--- config.mk ---
export PLATFORM = sky130hd
export DESIGN_NAME = ram_rd_stream
export DESIGN_NICKNAME = d
export VERILOG_FILES = /design/src/rtl/ram_rd_stream_pkg.sv /design/src/rtl/ram_rd_stream_stream_fifo2.sv /design/src/rtl/ram_rd_stream.sv
export SDC_FILE = /design/constraint.sdc
export NUM_CORES = 1
export LEC_CHECK = 0
export ABC_AREA = 0
export BUFFER_PORTS_ARGS = -buffer_cell sky130_fd_sc_hd__buf_2
export CAP_MARGIN = 5
export CORE_MARGIN = 4
export CORE_UTILIZATION = 56
export CTS_CLUSTER_SIZE = 24
export DETAILED_ROUTE_END_ITERATION = 6
export GPL_TIMING_DRIVEN = 0
export PLACE_DENSITY = 0.85
export SYNTH_ARGS = -nofsm -noshare
export SYNTH_HDL_FRONTEND = slang
export SYNTH_SLANG_ARGS = --single-unit
--- constraint.sdc ---
create_clock -name clk_i -period 2.8 [get_ports clk_i]
set_input_delay 0.28 -clock clk_i [delete_from_list [all_inputs] [get_ports clk_i]]
set_output_delay 0.28 -clock clk_i [all_outputs]
set_load 0.01 [all_outputs]
--- src/rtl/ram_rd_stream_pkg.sv ---
// Shared types and constants for the RAM read-stream client.
package ram_rd_stream_pkg;

  typedef enum logic [1:0] {IDLE, RUN, DRAIN, DONE} state_t;

  localparam int BUF_DEPTH = 2;

endpackage

--- src/rtl/ram_rd_stream_stream_fifo2.sv ---
// Two-entry FIFO holding {last, data}. A push and a pop in the same cycle are allowed.
module stream_fifo2
  import ram_rd_stream_pkg::*;
#(
  parameter int WIDTH = 8
) (
  input  logic           clk,
  input  logic           rst,
  input  logic           push,
  input  logic [WIDTH:0] push_data,
  input  logic           pop,
  output logic [WIDTH:0] head,
  output logic           full,
  output logic           empty,
  output logic [1:0]     count
);

  logic [WIDTH:0] mem [BUF_DEPTH];
  logic           wr_ptr;
  logic           rd_ptr;
  logic           do_push;
  logic           do_pop;

  assign full    = (count == 2'(BUF_DEPTH));
  assign empty   = (count == 2'd0);
  assign do_pop  = pop && !empty;
  // When full, a same-cycle pop frees the head slot that the write pointer points at.
  assign do_push = push && (!full || do_pop);
  assign head    = mem[rd_ptr];

  always_ff @(posedge clk or posedge rst) begin
    if (rst) begin
      mem[0] <= '0;
      mem[1] <= '0;
      wr_ptr <= 1'b0;
      rd_ptr <= 1'b0;
      count  <= 2'd0;
    end else begin
      if (do_push) begin
        mem[wr_ptr] <= push_data;
        wr_ptr      <= ~wr_ptr;
      end else begin
        wr_ptr      <= wr_ptr;
      end
      if (do_pop) begin
        rd_ptr <= ~rd_ptr;
      end else begin
        rd_ptr <= rd_ptr;
      end
      count <= count + {1'b0, do_push} - {1'b0, do_pop};
    end
  end

endmodule

--- src/rtl/ram_rd_stream.sv ---
// Walks an address range on a 1-cycle-latency RAM read port and presents the words
// as a valid/ready stream through a 2-entry buffer.
module ram_rd_stream
  import ram_rd_stream_pkg::*;
#(
  parameter int WIDTH = 8,
  parameter int DEPTH = 8
) (
  input  logic                     clk_i,
  input  logic                     rst_i,
  input  logic                     start_i,
  input  logic [$clog2(DEPTH)-1:0] base_addr_i,
  input  logic [$clog2(DEPTH):0]   len_i,
  output logic                     busy_o,
  output logic                     done_o,
  output logic                     rd_en_o,
  output logic [$clog2(DEPTH)-1:0] rd_addr_o,
  input  logic [WIDTH-1:0]         rd_data_i,
  output logic                     out_valid_o,
  output logic [WIDTH-1:0]         out_data_o,
  output logic                     out_last_o,
  input  logic                     out_ready_i
);

  localparam int AW = $clog2(DEPTH);
  localparam int CW = AW + 1;

  state_t         state_r;
  logic [CW-1:0]  len_r;
  logic [CW-1:0]  issued_r;
  logic [CW-1:0]  beats_r;
  logic           inflight_r;
  logic           last_pipe_r;

  logic           pop_s;
  logic           credit_ok_s;
  logic           issue_last_s;
  logic [WIDTH:0] head_s;
  logic           full_s;
  logic           empty_s;
  logic [1:0]     count_s;

  assign pop_s        = out_valid_o && out_ready_i;
  // credit = 2 - count - inflight + pop > 0, rearranged to stay unsigned.
  assign credit_ok_s  = ({1'b0, count_s} + {2'b00, inflight_r}) < (3'd2 + {2'b00, pop_s});
  assign issue_last_s = (issued_r + CW'(1)) == len_r;
  assign rd_en_o      = (state_r == RUN) && credit_ok_s && (issued_r < len_r);

  assign out_valid_o  = !empty_s;
  assign out_data_o   = head_s[WIDTH-1:0];
  assign out_last_o   = head_s[WIDTH] && !empty_s;

  stream_fifo2 #(.WIDTH(WIDTH)) u_fifo (
    .clk       (clk_i),
    .rst       (rst_i),
    .push      (inflight_r),
    .push_data ({last_pipe_r, rd_data_i}),
    .pop       (pop_s),
    .head      (head_s),
    .full      (full_s),
    .empty     (empty_s),
    .count     (count_s)
  );

  always_ff @(posedge clk_i or posedge rst_i) begin
    if (rst_i) begin
      state_r     <= IDLE;
      busy_o      <= 1'b0;
      done_o      <= 1'b0;
      rd_addr_o   <= '0;
      len_r       <= '0;
      issued_r    <= '0;
      beats_r     <= '0;
      inflight_r  <= 1'b0;
      last_pipe_r <= 1'b0;
    end else begin
      inflight_r  <= rd_en_o;
      last_pipe_r <= rd_en_o && issue_last_s;
      done_o      <= 1'b0;
      if (pop_s) begin
        beats_r <= beats_r + CW'(1);
      end else begin
        beats_r <= beats_r;
      end
      case (state_r)
        IDLE: begin
          if (start_i) begin
            if (len_i != '0) begin
              len_r     <= len_i;
              rd_addr_o <= base_addr_i;
              issued_r  <= '0;
              beats_r   <= '0;
              busy_o    <= 1'b1;
              state_r   <= RUN;
            end else begin
              done_o    <= 1'b1;
              state_r   <= DONE;
            end
          end else begin
            state_r <= IDLE;
          end
        end
        RUN: begin
          if (rd_en_o) begin
            issued_r  <= issued_r + CW'(1);
            rd_addr_o <= (rd_addr_o == AW'(DEPTH - 1)) ? '0 : rd_addr_o + AW'(1);
            state_r   <= issue_last_s ? DRAIN : RUN;
          end else begin
            state_r   <= RUN;
          end
        end
        DRAIN: begin
          if (pop_s && out_last_o && ((beats_r + CW'(1)) == len_r)) begin
            done_o  <= 1'b1;
            busy_o  <= 1'b0;
            state_r <= DONE;
          end else begin
            state_r <= DRAIN;
          end
        end
        DONE: begin
          state_r <= IDLE;
        end
        default: begin
          state_r <= IDLE;
        end
      endcase
    end
  end

endmodule
# Word level (Yosys, flattened, before mapping)
# Index checks and enable logic that the tools add are counted.
[word_totals]
reg_bits = 43
memories = 0
romBits = 0
latch_bits = 0
ram_bits = 0
in_bits = 19
[op_classes]
muxes = 33
shifts = 0
n_reduce_logical = 21
n_addsub = 7
bitwise = 4
n_lt_le_gt_ge = 5
n_mul = 0
n_eq_ne = 11
div_mod_pow = 0
[ops]
columns = ["op", "count"]
rows = [
  ["$mux 9", 4],
  ["$mux 4", 7],
  ["$bwmux 18", 1],
  ["$mux 3", 4],
  ["$logic_and 1x1->1", 10],
  ["$demux 9 s1", 1],
  ["$add 4x1->4 const B", 2],
  ["$eq 4x4->1", 2],
  ["$mux 2", 4],
  ["$ne 2x2->1 const B", 4],
  ["$pmux 2 s4", 1],
  ["$pmux 4 s2", 1],
  ["$reduce_and 4->1", 2],
  ["$mux 1", 7],
  ["$eq 2x2->1 const B", 3],
  ["$pmux 3 s2", 1],
  ["$ge 2x2->1 const B", 2],
  ["$logic_not 2->1", 2],
  ["$lt 4x4->1", 1],
  ["$not 1->2", 2],
  ["$pmux 1 s2", 2],
  ["$reduce_bool 2->1", 2],
  ["$reduce_bool 4->1", 1],
  ["$add 2x1->3", 1],
  ["12 further kinds", 14],
]

# Depth between registers and ports, before layout
# Gate-level depths: netlist of run 1.
[logic_depth]
ltp_word = 9
depth_mapped = 8

# Modules after synthesis
# A second synthesis of run 1 with hierarchy kept.
[unflattened]
hier_cells = 190
hier_area_um2 = 2235.9
[by_module_without_submodules]
columns = ["module", "seq_area_each_um2", "area_each_um2", "cells_each", "instances"]
rows = [
  ["ram_rd_stream", 525.5, 1227.4, 120, 1],
  ["stream_fifo2", 550.5, 1008.5, 70, 1],
]

# Least setup slack after synthesis of run 1
# OpenSTA, ideal clock, no wires.
[synth_path]
path_kind = "register to register"
from = "register len_r[1]"
to = "register issued_r[1]"
required_time_ns = 2.675
setup_time_ns = 0.125
path_stages_with_launch = 9
t_arrival_ns = 1.833
setup_slack_ns = 0.842
path_cell_list = "dfrtp_1 > inv_1 > ha_1 > nor2b_1 > o21a_1 > o21a_1 > or2_1 > buf_6 > mux2_4"
[synth_between]
elab_chain_cells = 4
[synth_lines]
columns = ["item", "line", "rtl"]
rows = [
  ["start, declared", "ram_rd_stream.sv:29", "logic [CW-1:0] len_r;"],
  ["start signal, assigned", "ram_rd_stream.sv:89", "len_r <= len_i;"],
  ["$lt 4x4->1", "ram_rd_stream.sv:47", "assign rd_en_o = (state_r == RUN) && credit_ok_s && (issued_r < len_r);"],
  ["$logic_and 1x1->1", "ram_rd_stream.sv:47", ""],
  ["$ne 2x2->1 (no line)", "-", ""],
  ["$reduce_and 4->1 (no line)", "-", ""],
  ["end signal, assigned", "ram_rd_stream.sv:105", "issued_r <= issued_r + CW'(1);"],
  ["end, declared", "ram_rd_stream.sv:30", "logic [CW-1:0] issued_r;"],
]
# Every way passes these cells.
# A chain may end at the register's enable or synchronous reset.

# Worst setup path in the final report of run 1
[layout_path]
from = "register len_r[1]"
to = "output rd_en_o"
[layout_between]
elab_chain_cells = 2
[layout_lines]
columns = ["item", "line", "rtl"]
rows = [
  ["$lt 4x4->1", "ram_rd_stream.sv:47", ""],
  ["$logic_and 1x1->1", "ram_rd_stream.sv:47", ""],
  ["end, declared", "ram_rd_stream.sv:16", "output logic rd_en_o,"],
]
# Every way passes these cells.

==> metrics.csv, run 1 <==
stage,metric,value,unit
outcome,status,finished clean,
power,part of the power in registers,36.4,%
layout,Syn-to-layout area delta,14.49,%
grt,Congestion Overflow GR,0,
layout,nets,250,
detailed_routing,drt drc,0,
grt,first-pass GRT wire length,6.568,mm
clock_tree,root buffer cell,clkbuf_8,
logic_synthesis,"area leader, netlist",dfrtp_1,
logic_synthesis,Synth warnings,0,
clock_tree,CTS tree,yes,
logic_synthesis,Area contributors post-synth,"dfrtp_1, mux2_2, ha_1, xnor2_1, xor2_1",
run,max cap viols,0,
power,leakage,1.190,nW
logic_synthesis,syn_nets,209,
sta,fin crit share,86.96,%
power,pwr dens,1256,mW/mm^2
logic_synthesis,mux cell area share after synthesis,18.17,%
sta,Max transition margin,43.06,%
die,Top Ports,35,
sta,Final setup viols,0,
critical_path,max incr delay on CP,0.40,ns
worst_hold_path,worst hold path class,in2async,
critical_path,kind of end point of the critical path,output port,
logic_synthesis,post-synthesis instance total,178,
grt,GRT Overall Usage,16.43,%
detailed_routing,WL/cell,14.21,um
logic_synthesis,post-synthesis adder-cell area fraction,6.901,%
logic_synthesis,dominant combinational cell family by area after synthesis,multiplexers,
placed_design,dpl hpwl,2.917,mm
sta,fin. max-slew vios,0,
detailed_routing,Iter 0 DRT Violations,40,
die,Die Wd,70.34,um
detailed_routing,Via density,5.332,
logic_synthesis,Syn Area/Cell,12.22,sq um
clock_tree,post-CTS setup buffers,0,
clock_tree,Max clock buf depth,2,
layout,ant diodes,0,
sta,setup TNS,0,ns
clock_tree,total CTS buffers,5,
power,Net Switching,1.180,mW
power,Peak VDD IR,0.0006066,V
logic_synthesis,Cell variety after synth,37,
power,Gate power share,51.6,%
clock_tree,CTS H-tree lvls,2,
grt,largest net degree at the start of global routing,44,
logic_synthesis,post-synthesis sequential area ratio,49.45,%
critical_path,"slowest stage cell, crit path",dfrtp_1,
sta,Fin. Hold Viols,0,
clock_tree,Worst-Skew Late Latency,0.29,ns
critical_path,reg2reg end,issued_r[1],
clock_tree,post-cts sizing count,0,
detailed_routing,length of the first detailed-routing pass in iterations,4,
logic_synthesis,#FFs+latches synth,43,
power,Switching Share,37.71,%
logic_synthesis,top cell type's share of synthesized area,49.45,%
logic_synthesis,XOR/XNOR Fraction of Synth Area,7.648,%
layout,share of layout cells above drive strength 1,38.64,%
grt,initial antenna violation count,0,
placed_design,Final GP Congestion,0.8410,
die,DIE AREA,0.004947,sq mm
sta,Max Clock Freq,410.7,MHz
layout,"commonest non-fill, non-tap cells in the layout","dfrtp_1, buf_2, mux2_2",
sta,RSZ-0062 raised after global routing,false,
detailed_routing,via count,1429,
critical_path,WP data required,2.52,ns
grt,vias in the first global route,1463,
logic_synthesis,post-synthesis simple-gate area fraction,8.971,%
critical_path,Critical Path Source Type,register,
critical_path,worst r2r src,len_r[1],
die,row count,22,
layout,fill count,285,
die,core box area,0.003716,sq mm
critical_path,CP Data Arrival Time,2.15,ns
layout,"commonest non-fill, non-tap cell in the layout",dfrtp_1,
detailed_routing,routed wire length,3.807,mm
die,height of the chip,70.34,um
logic_synthesis,Synth Cell Area,0.002176,sq mm
critical_path,worst-path cell chain,inv_1 > ha_1 > nor2b_1 > o21a_1 > o21a_1 > or2_1 > buf_6 > inv_1 > buf_2,
layout,final std cells w/o fill,268,
detailed_routing,DRT antenna net count,0,
placed_design,placed insts,260,
critical_path,FF-to-FF path depth,8,
clock_tree,Sink Count,43,
critical_path,internal reg-to-reg setup slack,0.73,ns
logic_synthesis,Synth Area in Compound Gates,5.693,%
sta,minimum clock period,2.435,ns
critical_path,CP max FO,5,
clock_tree,hold buffers post-CTS,0,
power,clock share of power,12.0,%
power,Pint,1.949,mW
sta,skew final,0.006709,ns
sta,Worst-Margin Slew,0.8529,ns
placed_design,I/O Buffers,34,
critical_path,Setup CP Type,reg2out,
clock_tree,clk slew on worst S/H paths,0.08,ns
die,initial core utilization,58.55,%
## cells in the mapped netlist (all sizes together)
cell / n
or2: 2
ha: 12
dfrtp: 43
a21oi: 2
clkbuf: 1
nor4: 2
buf: 2
nand2: 12
nor2b: 2
or2b: 1
or4: 1
nand2b: 2
xor2: 6
mux2i: 2
nand3: 3
mux2: 33
o22ai: 2
o211ai: 2
o21ai: 6
xnor2: 13
a211o: 1
o31ai: 2
o21a: 3
nand4: 1
nor2: 7
inv: 13
nor3: 2
## worst max-delay path by stage
stage	startpoint	endpoint	slack [ns]	depth (start not counted)
final	len_r[1]	rd_en_o	0.37	9
after floorplan	len_r[1]	issued_r[1]	0.84	8
after global placement	len_r[1]	rd_en_o	0.68	9
after CTS	len_r[1]	rd_en_o	0.34	9
after detailed placement	len_r[1]	rd_en_o	0.66	9
after global routing	len_r[1]	rd_en_o	0.27	9
## layer usage
layer / part of all wire [%] / global-route usage, %
met4: 0.37 / 4.681
met1: 43 / 20.07
met3: 4.9 / 5.324
met5: 0 / 0
met2: 52 / 27.65
## power groups by stage
| stage | clock (mW) | sequential [mW] | combinational (mW) |
|---|---|---|---|
| after detailed placement | 0 | 1.15 | 1.63 |
| final | 0.374 | 1.14 | 1.62 |
| after CTS | 0.385 | 1.14 | 1.64 |
| after global routing | 0.415 | 1.18 | 1.80 |
| after floorplan | 0 | 1.10 | 1.27 |
| after global placement | 0 | 1.13 | 1.58 |
## cell type report
class	instances	area (sq um)	share of cell area, %
plain buffers	3	20.02	0.8036
clock buffers	6	72.57	2.913
clock inverters	2	12.51	0.5023
inverters	13	48.80	1.959
multi-input cells	119	1031	41.39
flip-flops and latches	43	1076	43.19
well taps	48	60.06	2.411
repair buffers	34	170.2	6.831
## logic make-up (layout without fill, tap and decap cells)
group,after synthesis,count (layout)
multiplexers,35,35
AND/OR/NAND/NOR,35,35
XOR/XNOR,19,19
adder cells (fa/ha/maj),12,12
flip-flops,43,43
AO/OA/AOI/OAI,18,18
buffers and inverters,16,58
## registers in the layout, summed over array words and instances, names as in the netlist
register       count
u_fifo.count       2
len_r              4
beats_r            4
u_fifo.mem        18
u_fifo.wr_ptr      1
u_fifo.rd_ptr      1
rd_addr_o          3
inflight_r         1
done_o             1
issued_r           4
last_pipe_r        1
state_r            2
busy_o             1
## stage by stage
| stage | setup WS (ns) | power, mW | util [%] | hold slack, ns | cell area [sq um] |
|---|---|---|---|---|---|
| floorplan | 0.8422 | 2.375 | - | 0.3968 | 2176 |
| global placement | 0.6770 | 2.709 | 64.75 | 0.4693 | 2406 |
| detailed placement | 0.6573 | 2.786 | 64.75 | 0.4884 | 2406 |
| CTS | 0.3438 | 3.166 | 67.04 | 0.1885 | 2491 |
| global route | 0.2745 | 3.391 | 67.04 | 0.2204 | 2491 |
| finish | 0.3650 | 3.129 | 67.04 | 0.1606 | 2491 |
## critical path: cells and delay by family, from the launching register on
family | cells | cell delay [ns]
AO/OA/AOI/OAI | 2 | 0.39
adder cells (fa/ha/maj) | 1 | 0.28
buffers and inverters | 4 | 0.41
flip-flops | 1 | 0.40
AND/OR/NAND/NOR | 2 | 0.39
(Power assumes the default switching activity.)
==> inputs of run 2 (changes only) <==
- ABC_AREA: 0 -> 1
- clock period: 2.8 -> 2.5 ns (I/O delays scaled with it)
==> metrics.csv, run 2 <==
stage,metric,value,unit
logic_synthesis,"area leader, netlist",dfrtp_1,
worst_hold_path,worst hold path class,in2async,
layout,final std cells w/o fill,370,
layout,ant diodes,0,
die,core box area,0.004000,sq mm
critical_path,CP Buf/Inv Count,2,
layout,"commonest non-fill, non-tap cell in the layout",nand2_1,
detailed_routing,DRT antenna net count,0,
layout,share of layout cells above drive strength 1,19.69,%
layout,Reg with most FFs,u_fifo.mem,
die,height of the chip,72.43,um
sta,skew final,0.007019,ns
logic_synthesis,Cell variety after synth,32,
critical_path,Critical Path Source Type,register,
outcome,status,finished clean,
clock_tree,hold buffers post-CTS,0,
die,Top Ports,35,
clock_tree,Sink Count,43,
power,clock share of power,12.2,%
placed_design,dpl hpwl,3.451,mm
sta,Final setup viols,0,
grt,GRT Overall Usage,19.42,%
logic_synthesis,number of synthesized flops with an enable pin,0,
run,max cap viols,0,
sta,fin. max-slew vios,0,
detailed_routing,via count,1913,
placed_design,I/O Buffers,34,
critical_path,worst-path cell chain,ha_1 > ha_1 > nor2_1 > nand2_1 > inv_1 > nand2_1 > nor2_2 > buf_2,
die,initial core utilization,58.12,%
critical_path,CP Data Arrival Time,1.81,ns
critical_path,kind of end point of the critical path,output port,
detailed_routing,Via density,5.170,
power,Peak VDD IR,0.0005800,V
sta,RSZ-0062 raised after global routing,false,
clock_tree,root buffer cell,clkbuf_8,
logic_synthesis,top cell type's share of synthesized area,46.29,%
critical_path,internal reg-to-reg setup slack,0.85,ns
detailed_routing,routed wire length,4.549,mm
critical_path,WP data required,2.25,ns
logic_synthesis,Synth async-reset ratio,100.0,%
layout,Syn-to-layout area delta,13.67,%
layout,number of flip-flops in the largest register,18,
clock_tree,total CTS buffers,5,
layout,"commonest non-fill, non-tap cells in the layout","nand2_1, inv_1, dfrtp_1",
logic_synthesis,Synth Cell Area,0.002325,sq mm
clock_tree,post-CTS setup buffers,0,
power,Switching Share,45.16,%
detailed_routing,WL/cell,12.29,um
clock_tree,Max clock buf depth,2,
critical_path,CP max FO,5,
logic_synthesis,"top cells by count, synth","nand2_1, inv_1, dfrtp_1, o21ai_0, nand3_1",
grt,Congestion Overflow GR,0,
logic_synthesis,Synth warnings,0,
logic_synthesis,post-synthesis instance total,278,
power,pwr dens,1324,mW/mm^2
grt,initial antenna violation count,0,
die,row count,23,
sta,setup TNS,0,ns
placed_design,Final GP Congestion,0.8522,
logic_synthesis,Syn Area/Cell,8.362,sq um
power,part of the power in registers,36.4,%
sta,Worst-Margin Slew,0.8639,ns
die,DIE AREA,0.005246,sq mm
sta,fin crit share,82.24,%
power,Net Switching,1.580,mW
grt,largest net degree at the start of global routing,44,
die,Die Wd,72.43,um
clock_tree,clk slew on worst S/H paths,0.08,ns
clock_tree,CTS tree,yes,
critical_path,"slowest stage cell, crit path",dfrtp_1,
sta,Fin. Hold Viols,0,
grt,vias in the first global route,1851,
clock_tree,CTS H-tree lvls,2,
logic_synthesis,most frequent cell after synthesis,nand2_1,
grt,first-pass GRT wire length,8.010,mm
detailed_routing,drt drc,0,
clock_tree,Worst-Skew Late Latency,0.30,ns
placed_design,placed insts,362,
sta,Hold WS,0.1354,ns
logic_synthesis,post-synthesis sequential area ratio,46.29,%
critical_path,Crit path max-delay family,simple AND/OR/NAND/NOR gates,
detailed_routing,Iter 0 DRT Violations,74,
detailed_routing,length of the first detailed-routing pass in iterations,4,
layout,nets,350,
critical_path,Setup CP Type,reg2out,
sta,Max Clock Freq,486.4,MHz
clock_tree,post-cts sizing count,0,
logic_synthesis,#FFs+latches synth,43,
power,Pint,1.919,mW
sta,minimum clock period,2.056,ns
power,leakage,1.444,nW
logic_synthesis,syn_nets,309,
critical_path,max incr delay on CP,0.42,ns
logic_synthesis,Area contributors post-synth,"dfrtp_1, nand2_1, inv_1, ha_1, o21ai_0",
logic_synthesis,main flop type after synthesis,dfrtp_1,
sta,Max transition margin,42.32,%
power,Gate power share,51.3,%
==> run 2: cell count changes after synthesis, sizes merged, moves of 3 or more <==
cell and delta:
o21a -3, xor2 -5, buf +3, inv +32
mux2 -24, nand3 +16, nor2 +10, nand4 +3
nand2 +72, o21ai +19, xnor2 -10
==> run 2: stage by stage <==
stage,setup WS (ns),utilization [%],area [sq um],total power [mW]
floorplan,0.9431,-,2325,2.583
global route,0.3039,66.06,2643,3.860
finish,0.4441,66.06,2643,3.498
CTS,0.4252,66.06,2643,3.529
detailed placement,0.7824,63.93,2557,3.083
global placement,0.6960,63.93,2557,2.979
==> run 2: path summary, 6_finish.rpt <==
path                            depth (start not counted)              to            from
worst min register to register                          2  u_fifo.mem[17]  u_fifo.mem[17]
min in group clk_i                                      3  u_fifo.mem[14]    rd_data_i[5]
worst max-delay path                                    8         rd_en_o      inflight_r
worst max register to register                         10      state_r[0]      inflight_r
max in group asynchronous                               2    rd_addr_o[1]           rst_i
worst min-delay path                                    2   u_fifo.rd_ptr           rst_i
==> run 2: power groups by stage <==
stage               Clock [mW]  Combinational (mW)  Sequential, mW
global route             0.460                2.08            1.32
detailed placement           0                1.80            1.28
global placement             0                1.72            1.26
floorplan                    0                1.36            1.23
finish                   0.428                1.80            1.27
CTS                      0.439                1.82            1.27
==> run 2: final cells by class <==
class / count / area (sq um)
fillers: 332 / 1358
flip-flops and latches: 43 / 1076
multi-input cells: 184 / 1044
repair buffers: 34 / 170.2
inverters: 45 / 168.9
clock buffers: 6 / 72.57
well taps: 50 / 62.56
plain buffers: 6 / 36.28
clock inverters: 2 / 12.51
==> run 2: cell families (layout without fill, tap and decap cells) <==
family,Yosys count,count (layout),share of synthesized area [%]
flops,43,43,46.29
buf+inv,51,93,8.826
xor+xnor,4,4,1.507
mux,9,9,4.360
simple gates,126,126,24.92
fa+ha+maj,12,12,6.458
compound gates,33,33,7.643
==> run 2: routing by layer <==
| layer | share of wire [%] | track usage, % | up-vias |
|---|---|---|---|
| met1 | 42 | 22.22 | 897 |
| met4 | 1.2 | 5.533 | 0 |
| li1 | - | - | 960 |
| met5 | 0 | 0 | - |
| met2 | 51 | 36.00 | 49 |
| met3 | 5.9 | 4.432 | 7 |
==> inputs of run 3 (changes only) <==
- ABC_AREA: 1 -> 0
- clock period: 2.5 -> 2.1 ns (I/O delays scaled with it)
==> metrics.csv, run 3 (synthesis gave the netlist of run 1 again) <==
stage,metric,value,unit
layout,Reg with most FFs,u_fifo.mem,
die,row count,22,
sta,Hold WS,0.08869,ns
clock_tree,Sink Count,43,
layout,share of layout cells above drive strength 1,43.81,%
grt,vias in the first global route,1494,
layout,Sequential cell area,0.001077,sq mm
critical_path,Crit path max-delay family,flip-flops,
layout,multi-input logic area,0.001062,sq mm
die,height of the chip,70.34,um
sta,skew final,0.007150,ns
layout,"commonest non-fill, non-tap cell in the layout",dfrtp_1,
worst_hold_path,worst hold path class,in2async,
clock_tree,hold buffers post-CTS,0,
die,Die Wd,70.34,um
die,core box area,0.003716,sq mm
layout,ant diodes,0,
clock_tree,root buffer cell,clkbuf_8,
sta,fin. max-slew vios,0,
grt,GR peak layer,met2,
clock_tree,Worst-Skew Late Latency,0.29,ns
detailed_routing,via count,1475,
power,pwr dens,1722,mW/mm^2
power,part of the power in registers,34.4,%
grt,first-pass GRT wire length,6.720,mm
placed_design,I/O Buffers,34,
power,clock share of power,11.3,%
grt,GRT Overall Usage,16.85,%
detailed_routing,Iter 0 DRT Violations,45,
sta,Fin. Hold Viols,0,
power,leakage,1.217,nW
grt,largest net degree at the start of global routing,44,
critical_path,CP Data Arrival Time,1.85,ns
critical_path,most frequent cell on the critical path,inv_2,
outcome,status,finished clean,
layout,fill count,269,
critical_path,worst-path cell chain,inv_2 > ha_4 > nor2b_1 > o21a_1 > o21a_2 > or2_4 > inv_2 > buf_6,
grt,grt met3 use,5.324,%
layout,Syn-to-layout area delta,18.17,%
sta,Final setup viols,0,
critical_path,Setup CP Type,reg2out,
clock_tree,total CTS buffers,5,
clock_tree,CTS tree,yes,
placed_design,dpl hpwl,2.917,mm
run,max cap viols,0,
sta,Max transition margin,41.93,%
detailed_routing,length of the first detailed-routing pass in iterations,2,
sta,Max Clock Freq,486.5,MHz
sta,Worst-Margin Slew,0.8631,ns
sta,fin crit share,97.88,%
grt,Congestion Overflow GR,0,
critical_path,CP Buf/Inv Count,3,
critical_path,"slowest stage cell, crit path",dfrtp_1,
grt,met1 Usage GRT,20.63,%
grt,initial antenna violation count,0,
sta,setup TNS,0,ns
layout,nets,256,
critical_path,kind of end point of the critical path,output port,
placed_design,Final GP Congestion,0.8410,
critical_path,max incr delay on CP,0.39,ns
detailed_routing,WL/cell,14.61,um
grt,met2 Use GR,28.17,%
power,Peak VDD IR,0.0008141,V
clock_tree,CTS H-tree lvls,2,
die,initial core utilization,58.55,%
detailed_routing,drt drc,0,
critical_path,CP max FO,2,
power,Net Switching,1.666,mW
clock_tree,clk slew on worst S/H paths,0.08,ns
layout,"commonest non-fill, non-tap cells in the layout","dfrtp_1, buf_2, mux2_2",
layout,number of flip-flops in the largest register,18,
detailed_routing,Via density,5.383,
die,Top Ports,35,
critical_path,Critical Path Source Type,register,
clock_tree,Max clock buf depth,2,
power,Switching Share,37.62,%
detailed_routing,routed wire length,4.003,mm
power,Pint,2.762,mW
power,Gate power share,54.3,%
power,Tot Pwr,4.428,mW
sta,minimum clock period,2.055,ns
die,DIE AREA,0.004947,sq mm
critical_path,WP data required,1.89,ns
detailed_routing,DRT antenna net count,0,
[run 3: per-stage QoR]
stage | instance area (sq um) | cells | utilization [%] | setup WS, ns
final | 2571 | 274 | 69.19 | 0.04453
after global routing | 2571 | 274 | 69.19 | -0.01644
after CTS | 2527 | 272 | 68.01 | 0.003549
after detailed placement | 2406 | 260 | 64.75 | 0.02452
after global placement | 2406 | 260 | 64.75 | 0.03990
after floorplan | 2176 | 178 | - | 0.1422
[run 3: routing by layer]
layer  part of all wire [%]  wire length, um
met1                     42             1695
met2                     52             2076
met3                    4.1              163
met4                    1.7               68
met5                      0                0
[run 3: cell type report]
type,count,share of cell area (%)
multi-input cells,119,41.31
clock buffers,6,2.822
well taps,48,2.336
clock inverters,2,0.4866
flip-flops and latches,43,41.90
repair buffers,41,8.905
inverters,13,1.898
plain buffers,2,0.3406
[run 3: worst reg2reg max path: stages (launching register included)]
cell and delay, ns:
dfrtp_1 0.39, inv_2 0.09, ha_4 0.20, nor2b_1 0.12
o21a_1 0.16, o21a_2 0.20, buf_4 0.15, o22ai_4 0.21
mux2_2 0.37
[run 3: power by group through the flow]
stage	Sequential, mW	Clock [mW]	Combinational [mW]
after global placement	1.51	0	2.11
after CTS	1.51	0.513	2.33
after global routing	1.57	0.555	2.66
after floorplan	1.47	0	1.70
after detailed placement	1.54	0	2.18
final	1.52	0.500	2.41
[run 3: timing repair]
action                                  in CTS  in global routing
resized for setup                            4                  6
setup buffers                                5                  2
endpoints found under the setup margin       1                  4
pin swaps                                    3                  2
[run 3: worst paths after layout]
| path | from | to | slack (ns) | cells past startpoint |
|---|---|---|---|---|
| setup / recovery | len_r[1] | rd_en_o | 0.04 | 8 |
| hold / removal | rst_i | inflight_r | 0.09 | 2 |
| setup reg to reg | len_r[1] | rd_addr_o[0] | 0.11 | 8 |
| hold reg to reg | busy_o | busy_o | 0.50 | 1 |
| max in group asynchronous | rst_i | u_fifo.count[0] | 1.43 | 2 |
| min in group clk_i | len_i[1] | len_r[1] | 0.14 | 3 |
